===== src/rtl/fxp_pkg.sv =====
// Shared fixed-point helpers and the accumulator state encoding.
package fxp_pkg;

  typedef enum logic [1:0] {
    IDLE,
    ACCUM,
    HOLD
  } acc_state_e;

  function automatic int unsigned max_u(input int unsigned a, input int unsigned b);
    return (a > b) ? a : b;
  endfunction

  function automatic int unsigned acc_width(input int unsigned w_int, input int unsigned w_frac);
    return w_int + w_frac;
  endfunction

  // Largest / smallest signed value representable in w bits, held in a wide carrier.
  function automatic logic signed [127:0] sat_max(input int unsigned w);
    return (128'sd1 <<< (w - 1)) - 128'sd1;
  endfunction

  function automatic logic signed [127:0] sat_min(input int unsigned w);
    return -(128'sd1 <<< (w - 1));
  endfunction

endpackage


===== src/rtl/fxp_sat_add.sv =====
// Combinational saturating add/subtract of two W-bit signed operands.
module fxp_sat_add
  import fxp_pkg::*;
#(
  parameter int unsigned W = 24
) (
  input  logic [W-1:0] a,
  input  logic [W-1:0] b,
  input  logic         sub,
  output logic [W-1:0] sum,
  output logic         ovf
);

  localparam logic signed [W:0] SMAX = (W+1)'(sat_max(W));
  localparam logic signed [W:0] SMIN = (W+1)'(sat_min(W));

  logic signed [W:0] ae;
  logic signed [W:0] be;
  logic signed [W:0] s;

  // One extra bit keeps a - b exact even when b is the most negative value.
  always_comb begin
    ae  = {a[W-1], a};
    be  = {b[W-1], b};
    s   = sub ? (ae - be) : (ae + be);
    ovf = 1'b0;
    if (s > SMAX) begin
      sum = SMAX[W-1:0];
      ovf = 1'b1;
    end else if (s < SMIN) begin
      sum = SMIN[W-1:0];
      ovf = 1'b1;
    end else begin
      sum = s[W-1:0];
    end
  end

endmodule


===== src/rtl/fxp_width.sv =====
// Signed fixed-point resize: fraction align (optional round-half-up), then
// saturating integer narrowing with an overflow flag.
module fxp_width
  import fxp_pkg::*;
#(
  parameter int unsigned IN_INT   = 8,
  parameter int unsigned IN_FRAC  = 8,
  parameter int unsigned OUT_INT  = 8,
  parameter int unsigned OUT_FRAC = 8,
  parameter int unsigned ROUND    = 0
) (
  input  logic [IN_INT+IN_FRAC-1:0]   in_data,
  output logic [OUT_INT+OUT_FRAC-1:0] out_data,
  output logic                        ovf
);

  localparam int unsigned IW = IN_INT + IN_FRAC;
  localparam int unsigned OW = OUT_INT + OUT_FRAC;
  localparam int unsigned WF = max_u(IN_FRAC, OUT_FRAC);
  // Two spare integer bits: one for the rounding carry, one so OMAX/OMIN always fit.
  localparam int unsigned WW = max_u(IN_INT, OUT_INT) + 2 + WF;
  localparam int unsigned UP = WF - IN_FRAC;
  localparam int unsigned DN = WF - OUT_FRAC;
  localparam int unsigned DH = (DN > 0) ? DN - 1 : 0;

  localparam logic signed [WW-1:0] HALF =
    ((ROUND != 0) && (DN > 0)) ? ({{(WW-1){1'b0}}, 1'b1} << DH) : '0;
  localparam logic signed [WW-1:0] OMAX = WW'(sat_max(OW));
  localparam logic signed [WW-1:0] OMIN = WW'(sat_min(OW));

  logic signed [WW-1:0] x;
  logic signed [WW-1:0] y;

  always_comb begin
    x   = {{(WW-IW){in_data[IW-1]}}, in_data};
    x   = x <<< UP;
    y   = (x + HALF) >>> DN;
    ovf = 1'b0;
    if (y > OMAX) begin
      out_data = OW'(OMAX);
      ovf      = 1'b1;
    end else if (y < OMIN) begin
      out_data = OW'(OMIN);
      ovf      = 1'b1;
    end else begin
      out_data = y[OW-1:0];
    end
  end

endmodule


===== src/rtl/fxp_accumulator.sv =====
// Framed fixed-point accumulator: sums cfg_len signed samples (add or subtract),
// then holds the resized sum and a sticky overflow flag until downstream takes it.
module fxp_accumulator
  import fxp_pkg::*;
#(
  parameter int unsigned IN_WIDTH_INT   = 8,
  parameter int unsigned IN_WIDTH_FRAC  = 8,
  parameter int unsigned ACC_WIDTH_INT  = 16,
  parameter int unsigned ACC_WIDTH_FRAC = 8,
  parameter int unsigned OUT_WIDTH_INT  = 8,
  parameter int unsigned OUT_WIDTH_FRAC = 8,
  parameter int unsigned LEN_WIDTH      = 8,
  parameter int unsigned ROUND          = 1
) (
  input  logic                                   clk,
  input  logic                                   rstn,
  input  logic [LEN_WIDTH-1:0]                   cfg_len,
  input  logic                                   in_valid,
  output logic                                   in_ready,
  input  logic [IN_WIDTH_INT+IN_WIDTH_FRAC-1:0]  in_data,
  input  logic                                   in_sub,
  output logic                                   out_valid,
  input  logic                                   out_ready,
  output logic [OUT_WIDTH_INT+OUT_WIDTH_FRAC-1:0] out_data,
  output logic                                   out_overflow
);

  localparam int unsigned AW = acc_width(ACC_WIDTH_INT, ACC_WIDTH_FRAC);
  localparam int unsigned OW = OUT_WIDTH_INT + OUT_WIDTH_FRAC;

  acc_state_e           state;
  logic [AW-1:0]        acc;
  logic [LEN_WIDTH-1:0] cnt;
  logic [LEN_WIDTH-1:0] len_q;
  logic                 ovf_sticky;

  logic [AW-1:0]        sample_al;
  logic                 align_ovf;
  logic [AW-1:0]        add_a;
  logic [AW-1:0]        sum;
  logic                 add_ovf;
  logic [OW-1:0]        res;
  logic                 res_ovf;

  logic [LEN_WIDTH-1:0] cnt_inc;
  logic [LEN_WIDTH-1:0] len_eff;
  logic                 accept;
  logic                 last;
  logic                 frame_ovf;

  fxp_width #(
    .IN_INT  (IN_WIDTH_INT),
    .IN_FRAC (IN_WIDTH_FRAC),
    .OUT_INT (ACC_WIDTH_INT),
    .OUT_FRAC(ACC_WIDTH_FRAC),
    .ROUND   (0)
  ) u_align (
    .in_data (in_data),
    .out_data(sample_al),
    .ovf     (align_ovf)
  );

  fxp_sat_add #(
    .W(AW)
  ) u_add (
    .a  (add_a),
    .b  (sample_al),
    .sub(in_sub),
    .sum(sum),
    .ovf(add_ovf)
  );

  // Resize the post-add value so the result registers on the last-sample edge.
  fxp_width #(
    .IN_INT  (ACC_WIDTH_INT),
    .IN_FRAC (ACC_WIDTH_FRAC),
    .OUT_INT (OUT_WIDTH_INT),
    .OUT_FRAC(OUT_WIDTH_FRAC),
    .ROUND   (ROUND)
  ) u_resize (
    .in_data (sum),
    .out_data(res),
    .ovf     (res_ovf)
  );

  always_comb begin
    add_a     = (state == IDLE) ? '0 : acc;
    cnt_inc   = cnt + LEN_WIDTH'(1);
    len_eff   = (cfg_len == '0) ? LEN_WIDTH'(1) : cfg_len;
    accept    = in_valid && in_ready;
    frame_ovf = ovf_sticky | add_ovf | align_ovf;
    last      = (state == IDLE) ? (len_eff == LEN_WIDTH'(1)) : (cnt_inc == len_q);
  end

  always_ff @(posedge clk) begin
    if (!rstn) begin
      state        <= IDLE;
      acc          <= '0;
      cnt          <= '0;
      len_q        <= '0;
      ovf_sticky   <= 1'b0;
      out_valid    <= 1'b0;
      out_data     <= '0;
      out_overflow <= 1'b0;
      in_ready     <= 1'b1;
    end else begin
      case (state)
        IDLE, ACCUM: begin
          if (accept) begin
            acc        <= sum;
            ovf_sticky <= frame_ovf;
            if (state == IDLE) begin
              cnt   <= LEN_WIDTH'(1);
              len_q <= len_eff;
            end else begin
              cnt <= cnt_inc;
            end
            if (last) begin
              state        <= HOLD;
              out_data     <= res;
              out_overflow <= frame_ovf | res_ovf;
              out_valid    <= 1'b1;
              in_ready     <= 1'b0;
            end else begin
              state <= ACCUM;
            end
          end
        end
        HOLD: begin
          if (out_ready) begin
            state      <= IDLE;
            out_valid  <= 1'b0;
            acc        <= '0;
            cnt        <= '0;
            ovf_sticky <= 1'b0;
            in_ready   <= 1'b1;
          end
        end
        default: state <= IDLE;
      endcase
    end
  end

endmodule


===== config.mk =====
export PLATFORM = sky130hd
export DESIGN_NAME = fxp_accumulator
export DESIGN_NICKNAME = d
export VERILOG_FILES = /design/src/rtl/fxp_pkg.sv /design/src/rtl/fxp_sat_add.sv /design/src/rtl/fxp_width.sv /design/src/rtl/fxp_accumulator.sv
export SDC_FILE = /design/constraint.sdc
export NUM_CORES = 1
export LEC_CHECK = 0
export ABC_CLOCK_PERIOD_IN_PS = 6800
export CORE_UTILIZATION = 25
export DETAILED_ROUTE_END_ITERATION = 10
export PLACE_DENSITY = 0.42
export SLEW_MARGIN = 20
export SYNTH_ARGS = -nofsm -noshare
export SYNTH_HDL_FRONTEND = slang
export SYNTH_HIERARCHICAL = 1
export SYNTH_SLANG_ARGS = --single-unit

===== constraint.sdc =====
create_clock -name clk -period 6.8 [get_ports clk]
set_input_delay 0.68 -clock clk [delete_from_list [all_inputs] [get_ports clk]]
set_output_delay 0.68 -clock clk [all_outputs]
set_load 0.05 [all_outputs]

# Word level (Yosys, flattened, before mapping)
# Cells that the tools add are included.
[op_classes]
n_eq_ne = 7
muxes = 37
addsub = 3
n_bitwise = 3
order_cmp = 6
reduce_logical = 10
[op_table]
columns = ["cell", "count"]
rows = [
  ["two-way mux 24 bit", 7],
  ["one-hot mux 24 bit (2 select lines)", 1],
  ["two-way mux 16 bit", 2],
  ["two-way mux 8 bit", 4],
  ["adder 24 x 24 -> 25 bit", 1],
  ["> comparator 25 x 24 -> 1 bit (second input constant)", 1],
  ["< comparator 25 x 24 -> 1 bit (second input constant)", 1],
  ["two-way mux 25 bit", 1],
  ["subtractor 24 x 24 -> 25 bit", 1],
  ["> comparator 16 x 24 -> 1 bit (second input constant)", 1],
  ["> comparator 24 x 16 -> 1 bit (second input constant)", 1],
  ["< comparator 16 x 24 -> 1 bit (second input constant)", 1],
  ["< comparator 24 x 16 -> 1 bit (second input constant)", 1],
  ["one-hot mux 8 bit (2 select lines)", 1],
  ["two-way mux 1 bit", 14],
  ["AND reduction 3 bit", 3],
  ["adder 8 x 1 -> 8 bit (second input constant)", 1],
  ["== test 8 x 1 -> 1 bit (second input constant)", 1],
  ["== test 8 bit", 1],
  ["zero test 8 bit", 1],
  ["two-way mux 2 bit", 3],
  ["!= test 2 bit (second input constant)", 3],
  ["one-hot mux 1 bit (2 select lines)", 3],
  ["one-hot mux 2 bit (2 select lines)", 1],
  ["other kinds (9)", 11],
]
[totals]
wordCells = 75
output_inout_bits = 19
in_bits = 29
regBits = 62

# Logic depth before layout (Yosys ltp)
# Gate-level depths: netlist of the first run.
[depth]
depth_word = 12
depth_mapped = 26
mapped_depth_nobuf = 21

# Cells and area by module
# The synthesis of the first run kept the hierarchy.
[by_module_without_submodules]
columns = ["mod", "cells_per_inst", "area_per_inst_um2", "instances", "seq_area_each_um2"]
rows = [
  ["fxp_accumulator", 330, 2831.5, 1, 1241.2],
  ["fxp_sat_add", 268, 2006.9, 1, 0.0],
  ["fxp_width (u_resize)", 45, 300.3, 1, 0.0],
  ["fxp_width (u_align)", 26, 187.7, 1, 0.0],
]

# Worst setup path after synthesis of the first run
# No wires, ideal clock.
[synth_timing]
path_kind = "input-to-reg"
start = "input in_data[5]"
end = "register out_overflow"
path_slack_ns = 1.130
setup_ns = 0.127
t_arrival_ns = 5.544
required_time_ns = 6.673
n_path_buf = 4
stages = 24
cell_sequence = "buf_4 > nor4_2 > nand2_1 > nor4b_1 > a21oi_1 > xnor2_1 > ha_1 > and4_1 > and2_1 > a221oi_2 > a21oi_1 > or4_1 > nand3_2 > xnor2_4 > nand2_4 > buf_6 > a21oi_1 > and4_1 > clkbuf_2 > buf_4 > nand3_1 > o21a_1 > o31ai_1 > mux2i_1"
[synth_via]
elab_chain_cells = 12
word_cells_on_any_way = 22
cone_classes = "add/sub (2); order compare (6); mux (11); bitwise (3)"
[synth_lines]
columns = ["item", "line", "source"]
rows = [
  ["from (decl)", "fxp_accumulator.sv:20", "input logic [IN_WIDTH_INT+IN_WIDTH_FRAC-1:0] in_data,"],
  ["< comparator 16 x 24 -> 1 bit", "fxp_width.sv:42", "end else if (y < OMIN) begin"],
  ["two-way mux 24 bit", "fxp_width.sv:42", ""],
  ["two-way mux 24 bit *", "fxp_width.sv:39", "if (y > OMAX) begin"],
  ["adder 24 x 24 -> 25 bit / subtractor 24 x 24 -> 25 bit (equally long branches)", "fxp_sat_add.sv:25", "s = sub ? (ae - be) : (ae + be);"],
  ["two-way mux 25 bit *", "fxp_sat_add.sv:25", ""],
  ["< comparator 25 x 24 -> 1 bit", "fxp_sat_add.sv:30", "end else if (s < SMIN) begin"],
  ["two-way mux 24 bit", "fxp_sat_add.sv:30", ""],
  ["two-way mux 24 bit *", "fxp_sat_add.sv:27", "if (s > SMAX) begin"],
  ["named net sum[19]", "fxp_accumulator.sv:40", "logic [AW-1:0] sum;"],
  ["< comparator 24 x 16 -> 1 bit", "fxp_width.sv:42", ""],
  ["two-way mux 1 bit", "fxp_width.sv:42", ""],
  ["two-way mux 1 bit *", "fxp_width.sv:39", ""],
  ["named net res_ovf", "fxp_accumulator.sv:43", "logic res_ovf;"],
  ["OR 1 bit *", "fxp_accumulator.sv:121", "out_overflow <= frame_ovf | res_ovf;"],
  ["to (signal assigned)", "fxp_accumulator.sv:121", ""],
  ["to (decl)", "fxp_accumulator.sv:25", "output logic out_overflow"],
]
# The timed path passes the listed nets; every way through them passes the cells marked *.
# A chain may end at the register's enable or synchronous reset.

# Worst setup path in the final report of the first run
[layout_timing]
start = "input in_data[4]"
end = "register out_data[13]"
[layout_via]
elab_chain_cells = 11
word_cells_on_any_way = 15
cone_classes = "add/sub (2); order compare (6); mux (7)"
[layout_lines]
columns = ["item", "line", "source"]
rows = [
  ["< comparator 16 x 24 -> 1 bit", "fxp_width.sv:42", ""],
  ["two-way mux 24 bit", "fxp_width.sv:42", ""],
  ["two-way mux 24 bit *", "fxp_width.sv:39", ""],
  ["adder 24 x 24 -> 25 bit / subtractor 24 x 24 -> 25 bit (equally long branches)", "fxp_sat_add.sv:25", ""],
  ["two-way mux 25 bit *", "fxp_sat_add.sv:25", ""],
  ["< comparator 25 x 24 -> 1 bit", "fxp_sat_add.sv:30", ""],
  ["two-way mux 24 bit", "fxp_sat_add.sv:30", ""],
  ["two-way mux 24 bit *", "fxp_sat_add.sv:27", ""],
  ["named net sum[20]", "fxp_accumulator.sv:40", ""],
  ["< comparator 24 x 16 -> 1 bit", "fxp_width.sv:42", ""],
  ["two-way mux 16 bit", "fxp_width.sv:42", ""],
  ["two-way mux 16 bit *", "fxp_width.sv:39", ""],
  ["named net res[13]", "fxp_accumulator.sv:42", "logic [OW-1:0] res;"],
  ["to (signal assigned)", "fxp_accumulator.sv:120", "out_data <= res;"],
  ["to (decl)", "fxp_accumulator.sv:24", "output logic [OUT_WIDTH_INT+OUT_WIDTH_FRAC-1:0] out_data,"],
]
# Marked as above.

==> Implementation_results.wiki, run 1 <==
{| class="wikitable"
! Metric !! Value
|-
| First-pass GRT wire length || 23,000 um
|-
| Worst EP required || 6.98 ns
|-
| Setup ws final || 0.526 ns
|-
| Class of the worst hold path || flip-flop to flip-flop
|-
| Post-synthesis mux area share || 0.376%
|-
| Top FF cell, synth || dfxtp_1
|-
| Net Switching || 437 uW
|-
| Max-slew violation count || 0
|-
| Area of the die || 0.0219 sq mm
|-
| Sum of internal, switching and leakage power || 1280 uW
|-
| Fin crit share || 92.3%
|-
| Synth Area in Simple Gates || 23.6%
|-
| Global-route total usage across every layer || 13.2%
|-
| Final Hold Violating Endpoints || 0
|-
| Fraction of final layout cells with drive strength greater than 1 || 9.50%
|-
| Asr flop ratio synth || 0%
|-
| Number of max-cap violations || 0
|-
| Endpoint type of the worst setup path || flip-flop
|-
| Core Region || 0.0210 sq mm
|-
| Data arrival time of the critical path || 6.45 ns
|-
| Worst IR Drop VDD || 0.000113 V
|-
| Initial Util || 25.4%
|-
| XOR/XNOR share of the synthesized area || 9.07%
|-
| Vert. Die Dim || 148 um
|-
| Internal power summed over all cells || 839 uW
|-
| Setup repair after global routing missed its margin || no
|-
| Number of fill cells || 2,312
|-
| Post-Synthesis Cell Area || 0.00533 sq mm
|-
| Detailed-placement wirelength estimate || 10,900 um
|-
| Vias after detailed routing || 4,645
|-
| TNS Setup || 0 ns
|-
| Sequential Power Share || 31.9%
|-
| Highest fanout seen on the critical path || 19
|-
| Ant. Diodes || 0
|-
| Post-Synthesis Mean Instance Area || 7.96 sq um
|-
| Most common cell after layout, fill and taps aside || a21oi_1
|-
| Chip Width || 148 um
|-
| Clk network pwr share || 34.4%
|-
| Result of the run || finished clean
|-
| Synth Net Count || 725
|-
| Count of pins on the block boundary || 48
|-
| Post-Route Skew || 0.00765 ns
|-
| Gpl congestion || 0.805
|-
| Sum of routed wire length over all layers || 14,200 um
|-
| DR iter-0 viols || 219
|-
| Number of storage elements in the synthesis netlist || 62
|-
| Count of antenna-violating nets left after detailed routing || 0
|-
| Total leakage power || 0.00224 uW
|-
| Clock transition at the registers of the reported paths || 0.05 ns
|-
| Layout Cell Area excl Fill || 0.00604 sq mm
|-
| Type of the setup path with the least slack || input pin to flip-flop
|-
| Worst slack after detailed placement || 0.192 ns
|-
| Comb power frac || 33.7%
|-
| Shortest clock period the worst path allows after layout || 6.27 ns
|-
| Net switching share of the total power || 34.3%
|-
| Router iterations before antenna repair || 5
|-
| Initial antenna violation count || 0
|-
| Maximum number of pins on one net before global-route repair || 60
|-
| Number of buffers created by CTS || 9
|-
| Remaining global-route overflow || 0
|-
| Share of synthesized area occupied by flip-flops and latches || 23.3%
|-
| TritonCTS clock tree || yes
|-
| CTS HTree Levels || 3
|-
| Clock tree root buffer cell || clkbuf_16
|-
| Number of hold buffers added after CTS || 0
|-
| Num Clock Sinks || 62
|-
| Number of enable flip-flop cells after synthesis || 0
|-
| Detailed-route vias per instance || 4.89
|-
| Adder-cell share of the synthesized area || 7.24%
|-
| Element type at the critical path start || input pin
|-
| Total power density per cell area || 211 mW/mm^2
|-
| Synth Instances || 669
|-
| Area overhead of the layout relative to synthesis || 13.3%
|-
| Compound-gate portion of the synthesized area || 26.8%
|-
| Quantity of I/O buffers inserted on ports || 47
|-
| # nets final || 725
|-
| Number of warnings reported in the yosys synthesis log || 6
|-
| WL per Instance || 15.0 um
|-
| Transition time at the pin with the least slew margin || 0.859 ns
|-
| Maximum count of clock buffers along a single path || 2
|-
| Site Rows || 53
|-
| Relative slew slack || 42.7%
|-
| Netlist cell types || 89
|-
| Number of buffers inserted by post-CTS setup repair || 0
|-
| Commonest cells after routing, fill and taps aside || 72 x a21oi_1, 62 x dfxtp_1, 55 x nor2_1, 47 x clkdlybuf4s50_1, 39 x o21ai_0
|-
| Clk Latency, worst-skew pair || 0.33 ns
|-
| Main combinational cell family by area after synthesis || compound AO/OA/AOI/OAI gates
|-
| Via count of the first global-routing pass || 4,244
|-
| Final standard cell utilization of the core || 28.8%
|-
| Highest achievable clock rate || 159 MHz
|-
| Number of endpoints failing setup at the final stage || 0
|-
| Placed standard-cell area || 0.00575 sq mm
|-
| Post-cts sizing count || 0
|-
| Total DRC errors in the routed layout || 0
|}
==> flip-flops by register name, indices dropped and copies added, names as in the netlist <==
signal,flops
acc,24
cnt,8
in_ready,1
len_q,8
out_data,16
out_overflow,1
out_valid,1
ovf_sticky,1
state,2
==> area by class of cell <==
type / instances / area [sq um] / share of cell area [%]
clock inverter: 3 / 17.5 / 0.290
inverter: 14 / 53.8 / 0.891
clock buffer: 13 / 270 / 4.48
tap: 275 / 344 / 5.70
sequential: 62 / 1240 / 20.6
multi-input combinational: 527 / 3580 / 59.3
timing repair buffer: 55 / 531 / 8.79
==> worst paths after layout <==
check	from	slack (ns)	endpoint	depth (start not counted)
worst min register to register	out_data[4]	0.47	out_data[4]	2
worst max-delay path	in_data[4]	0.53	out_data[13]	23
worst max register to register	state[0]	1.34	out_data[13]	22
worst min-delay path	out_data[4]	0.47	out_data[4]	2
==> power by group through the flow <==
stage                     clock network (uW)  registers (uW)  logic, uW
final                                    439             407        430
after global routing                     466             411        470
after detailed placement                   0             414        427
after CTS                                448             407        428
after global placement                     0             415        426
after floorplan                            0             418        332
==> cell usage after synthesis, types with 6 or more instances <==
library cell / number / share of area (%)
nor2_1: 56 / 3.9
xor2_1: 14 / 2.3
clkbuf_1: 21 / 1.5
a31oi_1: 7 / 0.82
buf_6: 8 / 1.7
nor3_1: 10 / 0.94
a2bb2oi_1: 15 / 2.5
dfxtp_1: 62 / 23
nor4_1: 6 / 0.70
buf_4: 27 / 3.8
ha_1: 26 / 6.1
a21oi_1: 72 / 6.8
nand2b_1: 7 / 0.82
a21o_1: 13 / 1.8
inv_1: 13 / 0.92
nand2_1: 36 / 2.5
nand3_1: 38 / 3.6
nor2b_1: 27 / 3.2
xnor2_1: 38 / 6.2
o21ai_0: 39 / 3.7
a22oi_1: 24 / 3.4
==> cells by family after synthesis <==
| kind of cell | count (synthesis) |
|---|---|
| flops | 62 |
| other cells | 1 |
| buf+inv | 80 |
| mux | 2 |
| compound gates | 212 |
| xor+xnor | 53 |
| fa+ha+maj | 31 |
| simple gates | 228 |
==> layer usage <==
layer / share of wire (%) / wire length, um / GRT usage (%)
met5: 0 / 0 / 0
met4: 1.2 / 172 / 4.12
met3: 2.8 / 400 / 1.51
met2: 42 / 5910 / 19.0
met1: 54 / 7760 / 20.1
==> critical path, stage by stage <==
cell             delay [ns]
clkdlybuf4s50_1        0.50
nor4_2                 0.44
nand2_1                0.16
nor4_1                 0.26
buf_4                  0.19
a21oi_1                0.08
xnor2_1                0.13
ha_1                   0.35
a21oi_1                0.22
o21ai_0                0.22
a221oi_2               0.37
a21oi_1                0.18
or4_1                  0.44
nand3_2                0.14
xnor2_4                0.16
nor2_4                 0.35
o21ai_0                0.24
nor4_1                 0.37
nand2_1                0.30
buf_4                  0.26
a2bb2oi_1              0.13
o21ai_0                0.15
a21oi_1                0.11
==> through the flow <==
stage / hold WS, ns / cells
after floorplan: 0.448 / 669
after global placement: 0.456 / 933
after detailed placement: 0.460 / 933
after CTS: 0.466 / 949
after global routing: 0.485 / 949
final: 0.468 / 949
Note: power is estimated with default switching activity, not from simulation.
==> run 2, diff against run 1 <==
- ABC_CLOCK_PERIOD_IN_PS: 6800 -> not set
==> results of run 2 <==
Final layout, timing and power as in run 1 (identical DEF).
